File: config.mk
export PLATFORM = sky130hd
export DESIGN_NAME = inv_mix_column_iter
export DESIGN_NICKNAME = d
export VERILOG_FILES = /design/src/rtl/inv_mix_column_iter.sv
export SDC_FILE = /design/constraint.sdc
export NUM_CORES = 1
export LEC_CHECK = 0
export BUFFER_PORTS_ARGS = -buffer_cell sky130_fd_sc_hd__buf_2
export CAP_MARGIN = 20
export CORE_MARGIN = 5
export CORE_UTILIZATION = 48
export CTS_BUF_LIST = sky130_fd_sc_hd__clkbuf_16
export CTS_CLUSTER_SIZE = 30
export DETAILED_ROUTE_END_ITERATION = 8
export PLACE_DENSITY = 0.78
export SLEW_MARGIN = 20
export SYNTH_ARGS = -nofsm -noshare
export SYNTH_HDL_FRONTEND = slang
export SYNTH_SLANG_ARGS = --single-unit
File: constraint.sdc
create_clock -name clk -period 3.05 [get_ports clk]
set_input_delay 0.1525 -clock clk [delete_from_list [all_inputs] [get_ports clk]]
set_output_delay 0.1525 -clock clk [all_outputs]
set_load 0.01 [all_outputs]
File: src/rtl/inv_mix_column_iter.sv
// inv_mix_column_iter
// Iterative AES InvMixColumns: takes one 128-bit state via valid/ready,
// rewrites one 32-bit column per clock through a single shared GF(2^8)
// datapath, then presents the result via valid/ready.
//
// Optional build macro: INV_MIX_FWD_EN
//   Defined   - adds input `mode`, latched at accept; mode=1 selects the
//               forward MixColumns matrix, mode=0 the inverse one.
//   Undefined - inverse matrix only; no forward logic is present.
//
// state | meaning
// IDLE  | ready for a new block, in_ready=1
// PROC  | rewriting column r_col of the buffer each cycle
// DONE  | result held on mixed_state with out_valid=1 until out_ready
module inv_mix_column_iter #(
  parameter int BLOCK_LENGTH = 128,
  parameter int WORD_SIZE    = 32
) (
  input  logic                    clk,
  input  logic                    rst,
  input  logic                    in_valid,
  output logic                    in_ready,
  input  logic [BLOCK_LENGTH-1:0] state,
`ifdef INV_MIX_FWD_EN
  input  logic                    mode,
`endif
  output logic                    out_valid,
  input  logic                    out_ready,
  output logic [BLOCK_LENGTH-1:0] mixed_state,
  output logic                    busy
);

  typedef enum logic [1:0] {
    S_IDLE = 2'd0,
    S_PROC = 2'd1,
    S_DONE = 2'd2
  } fsm_t;

  fsm_t                    r_fsm;
  logic [1:0]              r_col;
  logic [BLOCK_LENGTH-1:0] r_buf;
  logic                    r_in_ready;
  logic                    r_out_valid;
  logic                    r_busy;
`ifdef INV_MIX_FWD_EN
  logic                    r_mode;
`endif

  logic [WORD_SIZE-1:0]    w_col;
  logic [WORD_SIZE-1:0]    w_mixed;
  logic [7:0]              w_a  [4];
  logic [7:0]              w_x2 [4];
  logic [7:0]              w_x4 [4];
  logic [7:0]              w_x8 [4];
  logic [7:0]              w_inv[4];
`ifdef INV_MIX_FWD_EN
  logic [7:0]              w_fwd[4];
`endif

  // Multiply by x in GF(2^8), reducing by 0x11B.
  function automatic logic [7:0] xtime(input logic [7:0] b);
    return {b[6:0], 1'b0} ^ (b[7] ? 8'h1b : 8'h00);
  endfunction

  assign in_ready    = r_in_ready;
  assign out_valid   = r_out_valid;
  assign busy        = r_busy;
  assign mixed_state = r_buf;

  // Select the column being processed; column 0 is the top word.
  always_comb begin
    w_col = r_buf[127:96];
    case (r_col)
      2'd0:    w_col = r_buf[127:96];
      2'd1:    w_col = r_buf[95:64];
      2'd2:    w_col = r_buf[63:32];
      default: w_col = r_buf[31:0];
    endcase
  end

  // Split into bytes (byte 0 is the MSB) and build the xtime chains once,
  // so every matrix coefficient is a XOR of shared partial products.
  always_comb begin
    for (int i = 0; i < 4; i++) begin
      w_a[i]  = w_col[31-8*i -: 8];
      w_x2[i] = xtime(w_a[i]);
      w_x4[i] = xtime(w_x2[i]);
      w_x8[i] = xtime(w_x4[i]);
    end
  end

  // Inverse circulant (0e 0b 0d 09):
  //   0e = x8^x4^x2, 0b = x8^x2^x, 0d = x8^x4^x, 09 = x8^x
  always_comb begin
    for (int i = 0; i < 4; i++) begin
      w_inv[i] = (w_x8[i]         ^ w_x4[i]         ^ w_x2[i])
               ^ (w_x8[(i+1)%4]   ^ w_x2[(i+1)%4]   ^ w_a[(i+1)%4])
               ^ (w_x8[(i+2)%4]   ^ w_x4[(i+2)%4]   ^ w_a[(i+2)%4])
               ^ (w_x8[(i+3)%4]   ^ w_a[(i+3)%4]);
    end
  end

`ifdef INV_MIX_FWD_EN
  // Forward circulant (02 03 01 01), reusing the same x2 products.
  always_comb begin
    for (int i = 0; i < 4; i++) begin
      w_fwd[i] = w_x2[i]
               ^ (w_x2[(i+1)%4] ^ w_a[(i+1)%4])
               ^ w_a[(i+2)%4]
               ^ w_a[(i+3)%4];
    end
  end

  // Pick the matrix chosen when the block was accepted.
  always_comb begin
    w_mixed = {w_inv[0], w_inv[1], w_inv[2], w_inv[3]};
    if (r_mode)
      w_mixed = {w_fwd[0], w_fwd[1], w_fwd[2], w_fwd[3]};
  end
`else
  // Inverse-only build: result is the InvMix column.
  always_comb begin
    w_mixed = {w_inv[0], w_inv[1], w_inv[2], w_inv[3]};
  end
`endif

  // Control FSM with registered handshake outputs and the column buffer.
  always_ff @(posedge clk) begin
    if (rst) begin
      r_fsm       <= S_IDLE;
      r_col       <= 2'd0;
      r_buf       <= '0;
      r_in_ready  <= 1'b1;
      r_out_valid <= 1'b0;
      r_busy      <= 1'b0;
`ifdef INV_MIX_FWD_EN
      r_mode      <= 1'b0;
`endif
    end else begin
      case (r_fsm)
        S_IDLE: begin
          if (in_valid && r_in_ready) begin
            r_buf      <= state;
            r_col      <= 2'd0;
            r_fsm      <= S_PROC;
            r_in_ready <= 1'b0;
            r_busy     <= 1'b1;
`ifdef INV_MIX_FWD_EN
            r_mode     <= mode;
`endif
          end
        end
        S_PROC: begin
          case (r_col)
            2'd0:    r_buf[127:96] <= w_mixed;
            2'd1:    r_buf[95:64]  <= w_mixed;
            2'd2:    r_buf[63:32]  <= w_mixed;
            default: r_buf[31:0]   <= w_mixed;
          endcase
          r_col <= r_col + 2'd1;
          if (r_col == 2'd3) begin
            r_fsm       <= S_DONE;
            r_out_valid <= 1'b1;
          end
        end
        S_DONE: begin
          // Return to IDLE first; a new block is only taken on a later edge.
          if (out_ready) begin
            r_fsm       <= S_IDLE;
            r_out_valid <= 1'b0;
            r_in_ready  <= 1'b1;
            r_busy      <= 1'b0;
          end
        end
        default: begin
          r_fsm       <= S_IDLE;
          r_col       <= 2'd0;
          r_in_ready  <= 1'b1;
          r_out_valid <= 1'b0;
          r_busy      <= 1'b0;
        end
      endcase
    end
  end

endmodule

### After elaboration in Yosys (flattened, before gate mapping)

Cells that the tools add are included.

* flip-flop bits (word level): 135
* input bits: 132
* logic and storage cells: 119

* $add $sub $neg: 1
* equality and inequality tests: 12
* multiplexer cells: 33
* bitwise operators: 51
* reductions and logical operators: 13

Operators with widths (count)
* 8-bit XOR: 36
* 128-bit one-hot mux with 2 select lines: 1
* 128-bit 2-to-1 mux: 1
* 32-bit 2-to-1 mux: 4
* 32-bit one-hot mux with 3 select lines: 1
* 8-bit by 5-bit XOR with 8-bit output: 12
* 5-bit 2-to-1 mux: 12
* 3-bit AND reduction: 7
* 2-bit one-hot mux with 3 select lines: 2
* 1-bit one-hot mux with 3 select lines: 3
* 2-bit 2-to-1 mux: 4
* 2-bit inequality test, second input constant: 4
* 2-bit equality test, second input constant: 3
* 2-bit by 1-bit inequality test with 1-bit output, second input constant: 3
* 1-bit 2-to-1 mux: 5
* 2-bit by 1-bit equality test with 1-bit output, second input constant: 2
* 2-bit zero test: 2
* 1-bit inverter: 3
* 3-bit OR reduction: 1
* 2-bit by 1-bit adder with 2-bit output, second input constant: 1
* 2-bit AND reduction: 1
* 2-bit nonzero test: 1
* 1-bit logical AND: 1

### Depth between registers and ports, before layout

Gate-level depths: netlist of the first run.

* depth after elaboration: 15
* mapped depth: 15

### Worst setup path after synthesis of the first run

OpenSTA, ideal clock, no wires.

* kind: flip-flop to flip-flop
* start point: register r_col[0]
* end point: register r_buf[29] (netlist: mixed_state[29])
* setup time: 0.065 ns
* data arrival time: 3.327 ns
* data required time: 2.985 ns
* setup slack: -0.342 ns
* cell stages (with the launch flop): 12
* buffers on the path: 0
* cell sequence: dfxtp_1 > inv_1 > ha_1 > a222oi_1 > xor2_1 > a21oi_2 > xnor3_2 > xnor2_1 > xnor3_1 > and2_1 > a2bb2oi_1 > nor2_1

* cells in the longest elaborated chain, start to end: 13
* elaborated cells on any way between the ends: 39
* classes of those cells: eq/ne (3); mux (11); bitwise (22); reduce/logical (3)

Ends and longest elaborated chain
* from (decl): RTL line 40 `logic [1:0] r_col;`
* from (signal assigned): RTL line 160 `r_col <= r_col + 2'd1;`
* 2-bit equality test (tied with other cells): RTL line 73, 154
* 32-bit one-hot mux with 3 select lines: RTL line 73 `case (r_col)`
* 5-bit 2-to-1 mux or 8-bit by 5-bit XOR with 8-bit output (tied branches): RTL line 62 `return {b[6:0], 1'b0} ^ (b[7] ? 8'h1b : 8'h00);`
* 8-bit by 5-bit XOR with 8-bit output or 5-bit 2-to-1 mux (tied branches): RTL line 62
* 8-bit by 5-bit XOR with 8-bit output (2 in a row): RTL line 62
* 8-bit XOR, on equally long branches (2 in a row): RTL line 96, 97
* 8-bit XOR: RTL line 97 `^ (w_x8[(i+1)%4] ^ w_x2[(i+1)%4] ^ w_a[(i+1)%4])`
* 8-bit XOR: RTL line 98 `^ (w_x8[(i+2)%4] ^ w_x4[(i+2)%4] ^ w_a[(i+2)%4])`
* 8-bit XOR: RTL line 99 `^ (w_x8[(i+3)%4] ^ w_a[(i+3)%4]);`
* 32-bit 2-to-1 mux: RTL line 154 `case (r_col)`
* 128-bit one-hot mux with 2 select lines: RTL line 140 `case (r_fsm)`
* to (signal assigned): RTL line 143 `r_buf <= state;`
* to (signal assigned): RTL line 158 `default: r_buf[31:0] <= w_mixed;`
* to (decl): RTL line 41 `logic [BLOCK_LENGTH-1:0] r_buf;`

Parallel ways exist; a longest one is shown, timed or not. The select of a mux whose other input is x is not followed.
A chain may end at the register's enable or synchronous reset.

### Final worst setup path of the first run

* start point: register r_col[1]
* end point: register r_buf[106] (netlist: mixed_state[106])

* cells in the longest elaborated chain, start to end: 13
* elaborated cells on any way between the ends: 38
* classes of those cells: eq/ne (3); mux (11); bitwise (22); reduce/logical (2)

Ends and longest elaborated chain
* 2-bit equality test (tied with other cells): RTL line 73
* 32-bit one-hot mux with 3 select lines: RTL line 73
* 5-bit 2-to-1 mux or 8-bit by 5-bit XOR with 8-bit output (tied branches): RTL line 62
* 8-bit by 5-bit XOR with 8-bit output or 5-bit 2-to-1 mux (tied branches): RTL line 62
* 8-bit by 5-bit XOR with 8-bit output (2 in a row): RTL line 62
* 8-bit XOR, on equally long branches (2 in a row): RTL line 96, 97
* 8-bit XOR: RTL line 97
* 8-bit XOR: RTL line 98
* 8-bit XOR: RTL line 99
* 32-bit 2-to-1 mux: RTL line 154
* 128-bit one-hot mux with 2 select lines: RTL line 140
* to (signal assigned): RTL line 143
* to (signal assigned): RTL line 155 `2'd0: r_buf[127:96] <= w_mixed;`

Parallel ways exist; a longest one is shown, timed or not. The select of a mux whose other input is x is not followed.

==> results.sh, run 1 <==
export IMPL_grt_pass1_wl_um=59400
export IMPL_start_kind="flop"
export IMPL_async_reset_ff_share_pct=0
export IMPL_synthAdderAreaFrac_pct=0.564
export IMPL_rr_endpoint="mixed_state[106]$_SDFFE_PP0P_"
export IMPL_clockBufferDepth=2
export IMPL_synth_compound_area_share_pct=26.5
export IMPL_synth_flop_cell="dfxtp_1"
export IMPL_synth_most_common_cell="xnor2_1"
export IMPL_power_mw=18.2
export IMPL_r2r_slack_ns=-0.46
export IMPL_chipWidth_um=146
export IMPL_netlist_cell_type_count=43
export IMPL_synth_top_family_by_area="compound AO/OA/AOI/OAI gates"
export IMPL_clk_pin_slew_ns=0.06
export IMPL_rr_worst_depth=13
export IMPL_final_layout_size_suffix_gt1_share_pct=47.4
export IMPL_fin_ws_ns=-0.457
export IMPL_n_fill_cell=1067
export IMPL_skew_ns=0.0118
export IMPL_io_buffers=262
export IMPL_ys_ff_latch=135
export IMPL_critPathKind="reg -> reg"
export IMPL_grtUsageTotal_pct=35.3
export IMPL_synth_area_leader_cell="dfxtp_1"
export IMPL_cp_required_ns=3.38
export IMPL_fin_util_pct=76.8
export IMPL_hp_class="in -> reg"
export IMPL_synth_fp_nets=1225
export IMPL_synth_xor_area_share_pct=25.1
export IMPL_place_ws_ns=-0.441
export IMPL_synth_area_per_cell_um2=8.15
export IMPL_status="complete, but fails checks"
export IMPL_placementRows=49
export IMPL_path_cells="buf_6 -> ha_4 -> buf_12 -> a222oi_1 -> buf_4 -> xor2_2 -> a21oi_2 -> xnor3_2 -> xnor2_4 -> xnor2_2 -> xnor2_1 -> nand2_1 -> a211oi_1"
export IMPL_cp_slowest_stage_delay_ns=0.56
export IMPL_routedWlPerCell_um=24.9
export IMPL_finalCriticalPeriod_ns=3.51
export IMPL_critical_path_arrival_ns=3.84
export IMPL_relSlewSlack_pct=30.7
export IMPL_min_path_cells=3
export IMPL_violations="design-rule violations, negative setup slack"
export IMPL_hold_viol=0
export IMPL_multi_input_area_um2=7060
export IMPL_synth_area_mux_share_pct=0.479
export IMPL_synthSimpleGateAreaFrac_pct=12.2
export IMPL_critPathTopFamily="XOR/XNOR gates"
export IMPL_use_met3_pct=7.29
export IMPL_synth_cell_area_um2=8880
export IMPL_postRouteAntennaNets=0
export IMPL_dr_pass1_iters=9
export IMPL_fin_area_um2=13900
export IMPL_synth_cells=1089
export IMPL_drt_initial_drc_count=1828
export IMPL_grt_max_degree=85
export IMPL_hpwl_um=28500
export IMPL_rsz0062_at_grt="true"
export IMPL_tns_ns=-26.67
export IMPL_io_pins=263
export IMPL_post_dp_cell_area_um2=11600
export IMPL_ff_latch_area_um2=2710
export IMPL_synthTopCellsByCount="xnor2_1, a21oi_1, nor2_1"
export IMPL_placedCellCount=1654
export IMPL_wirelength_um=43200
export IMPL_fmax_ghz=0.285
export IMPL_maxCapViolations=0
export IMPL_die_h_um=146
export IMPL_clock_latency_ns=0.44
export IMPL_antennaDiodeCount=0
export IMPL_worst_path_buf_inv=3
export IMPL_core_um2=18100
export IMPL_grt_pass1_vias=10400
export IMPL_dieArea_um2=21300
export IMPL_cts_tree="built"
export IMPL_start_util_pct=49.1
export IMPL_synth_edf_count=0
export IMPL_cts_buffers=17
export IMPL_post_route_period_util_pct=115
export IMPL_cts_sink_count=135
export IMPL_worst_path_max_fanout=8
export IMPL_overflow=0
export IMPL_antenna_found_initial=0
export IMPL_crit_path_start="r_col[1]$_SDFFE_PP0P_"
export IMPL_met1_usage_pct=46.8
export IMPL_drc=6
export IMPL_gp_congestion=1.04
export IMPL_hold_worst_slack_ns=0.0228
export IMPL_p_leak_nw=5.99
export IMPL_grt_busiest_layer="met2"
export IMPL_area_growth_pct=56.5
export IMPL_ir_drop_mv=0.861
export IMPL_cts_root_buf="clkbuf_16"
export IMPL_r2r_start="r_col[1]$_SDFFE_PP0P_"
export IMPL_synth_top_area_share_pct=30.4
export IMPL_worst_pin_slew_ns=1.04
export IMPL_slowest_stage="xnor3_2"
export IMPL_setup_viol=125
export IMPL_layout_cells_non_filler=1732
export IMPL_fin_nets=1627
export IMPL_p_per_area_nw_per_um2=1310
export IMPL_ys_seq_area_share_pct=30.4
export IMPL_crit_path_end_kind="flop"
export IMPL_h_tree_depth=4
export IMPL_path_depth=13
export IMPL_use_met2_pct=56.4
export IMPL_hold_path_end="r_fsm[1]$_SDFFE_PP0P_"
export IMPL_yosysWarnings=0
export IMPL_hp_start="out_ready"
export IMPL_viasPerCell=6.43
export IMPL_vias=11100
export IMPL_ys_top_cells_by_area="dfxtp_1, xnor2_1, a21oi_1, a211oi_1, nor2_1"
export IMPL_slew_violations=0
## flip-flops by register name, indices dropped and copies added, names as in the netlist
signal       flops
busy             1
in_ready         1
r_col            2
r_fsm            2
out_valid        1
mixed_state    128
## worst min-delay path, delay by kind of cell
family          cells  cell delay, ns
buf+inv             1            0.10
compound gates      1            0.06
simple gates        1            0.10
## placed cells by master (no fill, tap or decap), types with 23 or more instances in the layout
cell type and instances:
a211oi_1 38, a211oi_2 47, xnor2_2 39, a21oi_2 23, a222oi_1 32, nor2_1 154
nand2_1 56, buf_4 179, xnor2_1 111, a21oi_1 136, buf_2 261, dfxtp_1 133
buf_6 24, xor2_1 44
## logic make-up (layout without fill, tap and decap cells)
group,count (synthesis),in the layout
xor+xnor,239,239
fa+ha+maj,4,4
mux,3,3
simple gates,260,260
flops,135,135
buf+inv,101,515
compound gates,347,347
## metal layers
metal | part of all wire [%] | up-vias | wire length [µm]
met5 | 0 | - | 0
met4 | 6.4 | 0 | 2770
met3 | 13 | 250 | 5560
met2 | 46 | 1031 | 19700
met1 | 35 | 5241 | 15200
li1 | - | 4618 | -
## final cells by class
cell class	count	share of cell area, %
Inverter	7	0.207
Timing Repair Buffer	477	22.9
Clock buffer	17	3.06
Tap cell	229	2.06
Sequential cell	135	19.5
Clock inverter	14	1.49
Multi-Input combinational cell	853	50.8
## how the worst max path moves through the flow
stage	to	slack (ns)
2_1_floorplan	mixed_state[52]$_SDFFE_PP0P_	0.00003
3_3_place_gp	mixed_state[84]$_SDFFE_PP0P_	-0.41
3_5_place_dp	mixed_state[52]$_SDFFE_PP0P_	-0.44
4_1_cts	mixed_state[77]$_SDFFE_PP0P_	-0.19
5_1_grt	mixed_state[106]$_SDFFE_PP0P_	-0.53
6_report	mixed_state[106]$_SDFFE_PP0P_	-0.46
## where the power goes
| part | internal [mW] | leakage [nW] | switching, mW |
|---|---|---|---|
| logic | 6.68 | 4.58 | 6.81 |
| registers | 2.07 | 1.12 | 0.418 |
| clock network | 1.44 | 0.298 | 0.827 |
| total | 10.2 | 5.99 | 8.05 |
## timing repair
action / CTS / global route
pin swaps: 50 / 83
gates resized for setup: 105 / 118
endpoints found under the setup margin: 128 / 128
buffers inserted: 27 / 24
hold buffers: 0 / 0
Power figures use the tool's default switching activity.
==> run 2: changes to the inputs <==
REMOVE_ABC_BUFFERS = 1   (was unset)
==> results.sh, run 2 (synthesis gave the netlist of run 1 again) <==
export IMPL_status="complete, but fails checks"
export IMPL_violations="negative setup slack"
export IMPL_hpwl_um=25500
export IMPL_placedCellCount=1671
export IMPL_rsz0062_at_grt="true"
export IMPL_cp_slowest_stage_delay_ns=0.52
export IMPL_tns_ns=-39.12
export IMPL_layout_commonest_cell="buf_2"
export IMPL_gp_congestion=1.03
export IMPL_cts_buffers=17
export IMPL_drc=0
export IMPL_core_um2=18100
export IMPL_multi_input_area_um2=7320
export IMPL_postRouteAntennaNets=0
export IMPL_post_route_period_util_pct=119
export IMPL_r2r_start="r_col[1]$_SDFFE_PP0P_"
export IMPL_chipWidth_um=146
export IMPL_power_mw=18.2
export IMPL_rr_worst_depth=15
export IMPL_overflow=0
export IMPL_clockBufferDepth=2
export IMPL_fin_util_pct=79.6
export IMPL_crit_path_end_kind="flop"
export IMPL_start_util_pct=49.1
export IMPL_slowest_stage="a222oi_1"
export IMPL_grt_max_degree=81
export IMPL_vias=11200
export IMPL_r2r_slack_ns=-0.58
export IMPL_fin_nets=1650
export IMPL_worst_path_max_fanout=6
export IMPL_skew_ns=0.00954
export IMPL_ir_drop_mv=0.862
export IMPL_min_path_cells=3
export IMPL_post_dp_cell_area_um2=11600
export IMPL_fin_area_um2=14400
export IMPL_cp_required_ns=3.40
export IMPL_routedWlPerCell_um=24.3
export IMPL_place_ws_ns=-0.480
export IMPL_mostFrequentLayoutCells="buf_2, buf_4, nor2_1, dfxtp_1, a21oi_1"
export IMPL_drt_initial_drc_count=1667
export IMPL_dr_pass1_iters=7
export IMPL_hp_start="state[112]"
export IMPL_maxCapViolations=0
export IMPL_io_pins=263
export IMPL_path_cells="inv_4 -> ha_4 -> buf_12 -> a222oi_1 -> buf_4 -> buf_4 -> xor2_1 -> a21oi_2 -> xnor3_2 -> xnor2_2 -> buf_4 -> xnor2_4 -> xnor2_2 -> nand2_2 -> a211oi_2"
export IMPL_grt_pass1_wl_um=55400
export IMPL_finalCriticalPeriod_ns=3.63
export IMPL_rr_endpoint="mixed_state[58]$_SDFFE_PP0P_"
export IMPL_area_growth_pct=62.3
export IMPL_h_tree_depth=4
export IMPL_die_h_um=146
export IMPL_cts_tree="built"
export IMPL_critPathKind="reg -> reg"
export IMPL_critical_path_arrival_ns=3.98
export IMPL_antennaDiodeCount=0
export IMPL_io_buffers=262
export IMPL_cts_root_buf="clkbuf_16"
export IMPL_largest_register_ffs=128
export IMPL_grtUsageTotal_pct=32.1
export IMPL_crit_top_cell="buf_4"
export IMPL_viasPerCell=6.39
export IMPL_antenna_found_initial=0
export IMPL_hold_worst_slack_ns=0.0284
export IMPL_wirelength_um=42600
export IMPL_layout_cells_non_filler=1756
export IMPL_grt_pass1_vias=10200
export IMPL_hold_path_end="mixed_state[112]$_SDFFE_PP0P_"
export IMPL_fmax_ghz=0.276
export IMPL_slew_violations=0
export IMPL_ff_latch_area_um2=2710
export IMPL_start_kind="flop"
export IMPL_p_per_area_nw_per_um2=1270
export IMPL_hold_viol=0
export IMPL_dieArea_um2=21300
export IMPL_hp_class="in -> reg"
export IMPL_placementRows=49
export IMPL_p_leak_nw=6.21
export IMPL_relSlewSlack_pct=32.1
export IMPL_cts_sink_count=135
export IMPL_setup_viol=128
export IMPL_fin_ws_ns=-0.577
export IMPL_clk_pin_slew_ns=0.06
export IMPL_n_fill_cell=985
export IMPL_clock_latency_ns=0.44
export IMPL_worst_pin_slew_ns=1.02
export IMPL_final_layout_size_suffix_gt1_share_pct=50.0
==> run 2: cell type report <==
type                            instances  share of cell area, %
Multi-Input combinational cell        853                   50.8
Timing Repair Buffer                  500                   24.1
Sequential cell                       135                   18.8
Clock buffer                           17                   2.95
Tap cell                              229                   1.99
Clock inverter                         15                   1.13
Inverter                                7                  0.235
==> run 2: per-layer routing <==
| metal | track usage [%] | wire length, µm | up-vias | part of all wire (%) |
|---|---|---|---|---|
| met5 | 0 | 0 | - | 0 |
| met4 | 10.6 | 3080 | 0 | 7.2 |
| met3 | 6.63 | 4850 | 303 | 11 |
| met2 | 53.8 | 19600 | 993 | 46 |
| met1 | 41.4 | 15100 | 5255 | 35 |
| li1 | - | - | 4670 | - |
==> run 2: report_power, final <==
part	internal [mW]	switching [mW]
combinational	7.01	6.70
clock	1.27	0.845
sequential	2.07	0.353
total	10.3	7.90
==> run 2: how the worst max path moves through the flow <==
stage	slack, ns	cells after the start	from	endpoint
6_report	-0.58	15	r_col[1]$_SDFFE_PP0P_	mixed_state[58]$_SDFFE_PP0P_
4_1_cts	-0.13	14	r_col[1]$_SDFFE_PP0P_	mixed_state[90]$_SDFFE_PP0P_
5_1_grt	-0.65	15	r_col[1]$_SDFFE_PP0P_	mixed_state[42]$_SDFFE_PP0P_
3_3_place_gp	-0.36	14	r_col[0]$_SDFFE_PP0P_	mixed_state[69]$_SDFFE_PP0P_
2_1_floorplan	-0.84	10	r_col[0]$_SDFFE_PP0P_	mixed_state[11]$_SDFFE_PP0P_
3_5_place_dp	-0.48	13	r_col[0]$_SDFFE_PP0P_	mixed_state[90]$_SDFFE_PP0P_
==> run 2: critical path: cells and delay by family, from the launching register on <==
kind                     cells  cell delay, ns
AND/OR/NAND/NOR              1            0.14
adder cells (fa/ha/maj)      1            0.17
buffers and inverters        5            0.71
flip-flops                   1            0.37
AO/OA/AOI/OAI                3            1.04
XOR/XNOR                     5            1.12
==> run 2: timing repair <==
| item | in CTS | in global routing |
|---|---|---|
| pin swaps | 57 | 85 |
| resized for setup | 121 | 173 |
| hold buffers | 1 | 0 |
| setup endpoints to repair | 128 | 128 |
| endpoints found under the hold margin | 1 | 0 |
| setup buffers | 23 | 36 |
| cloned | 0 | 2 |
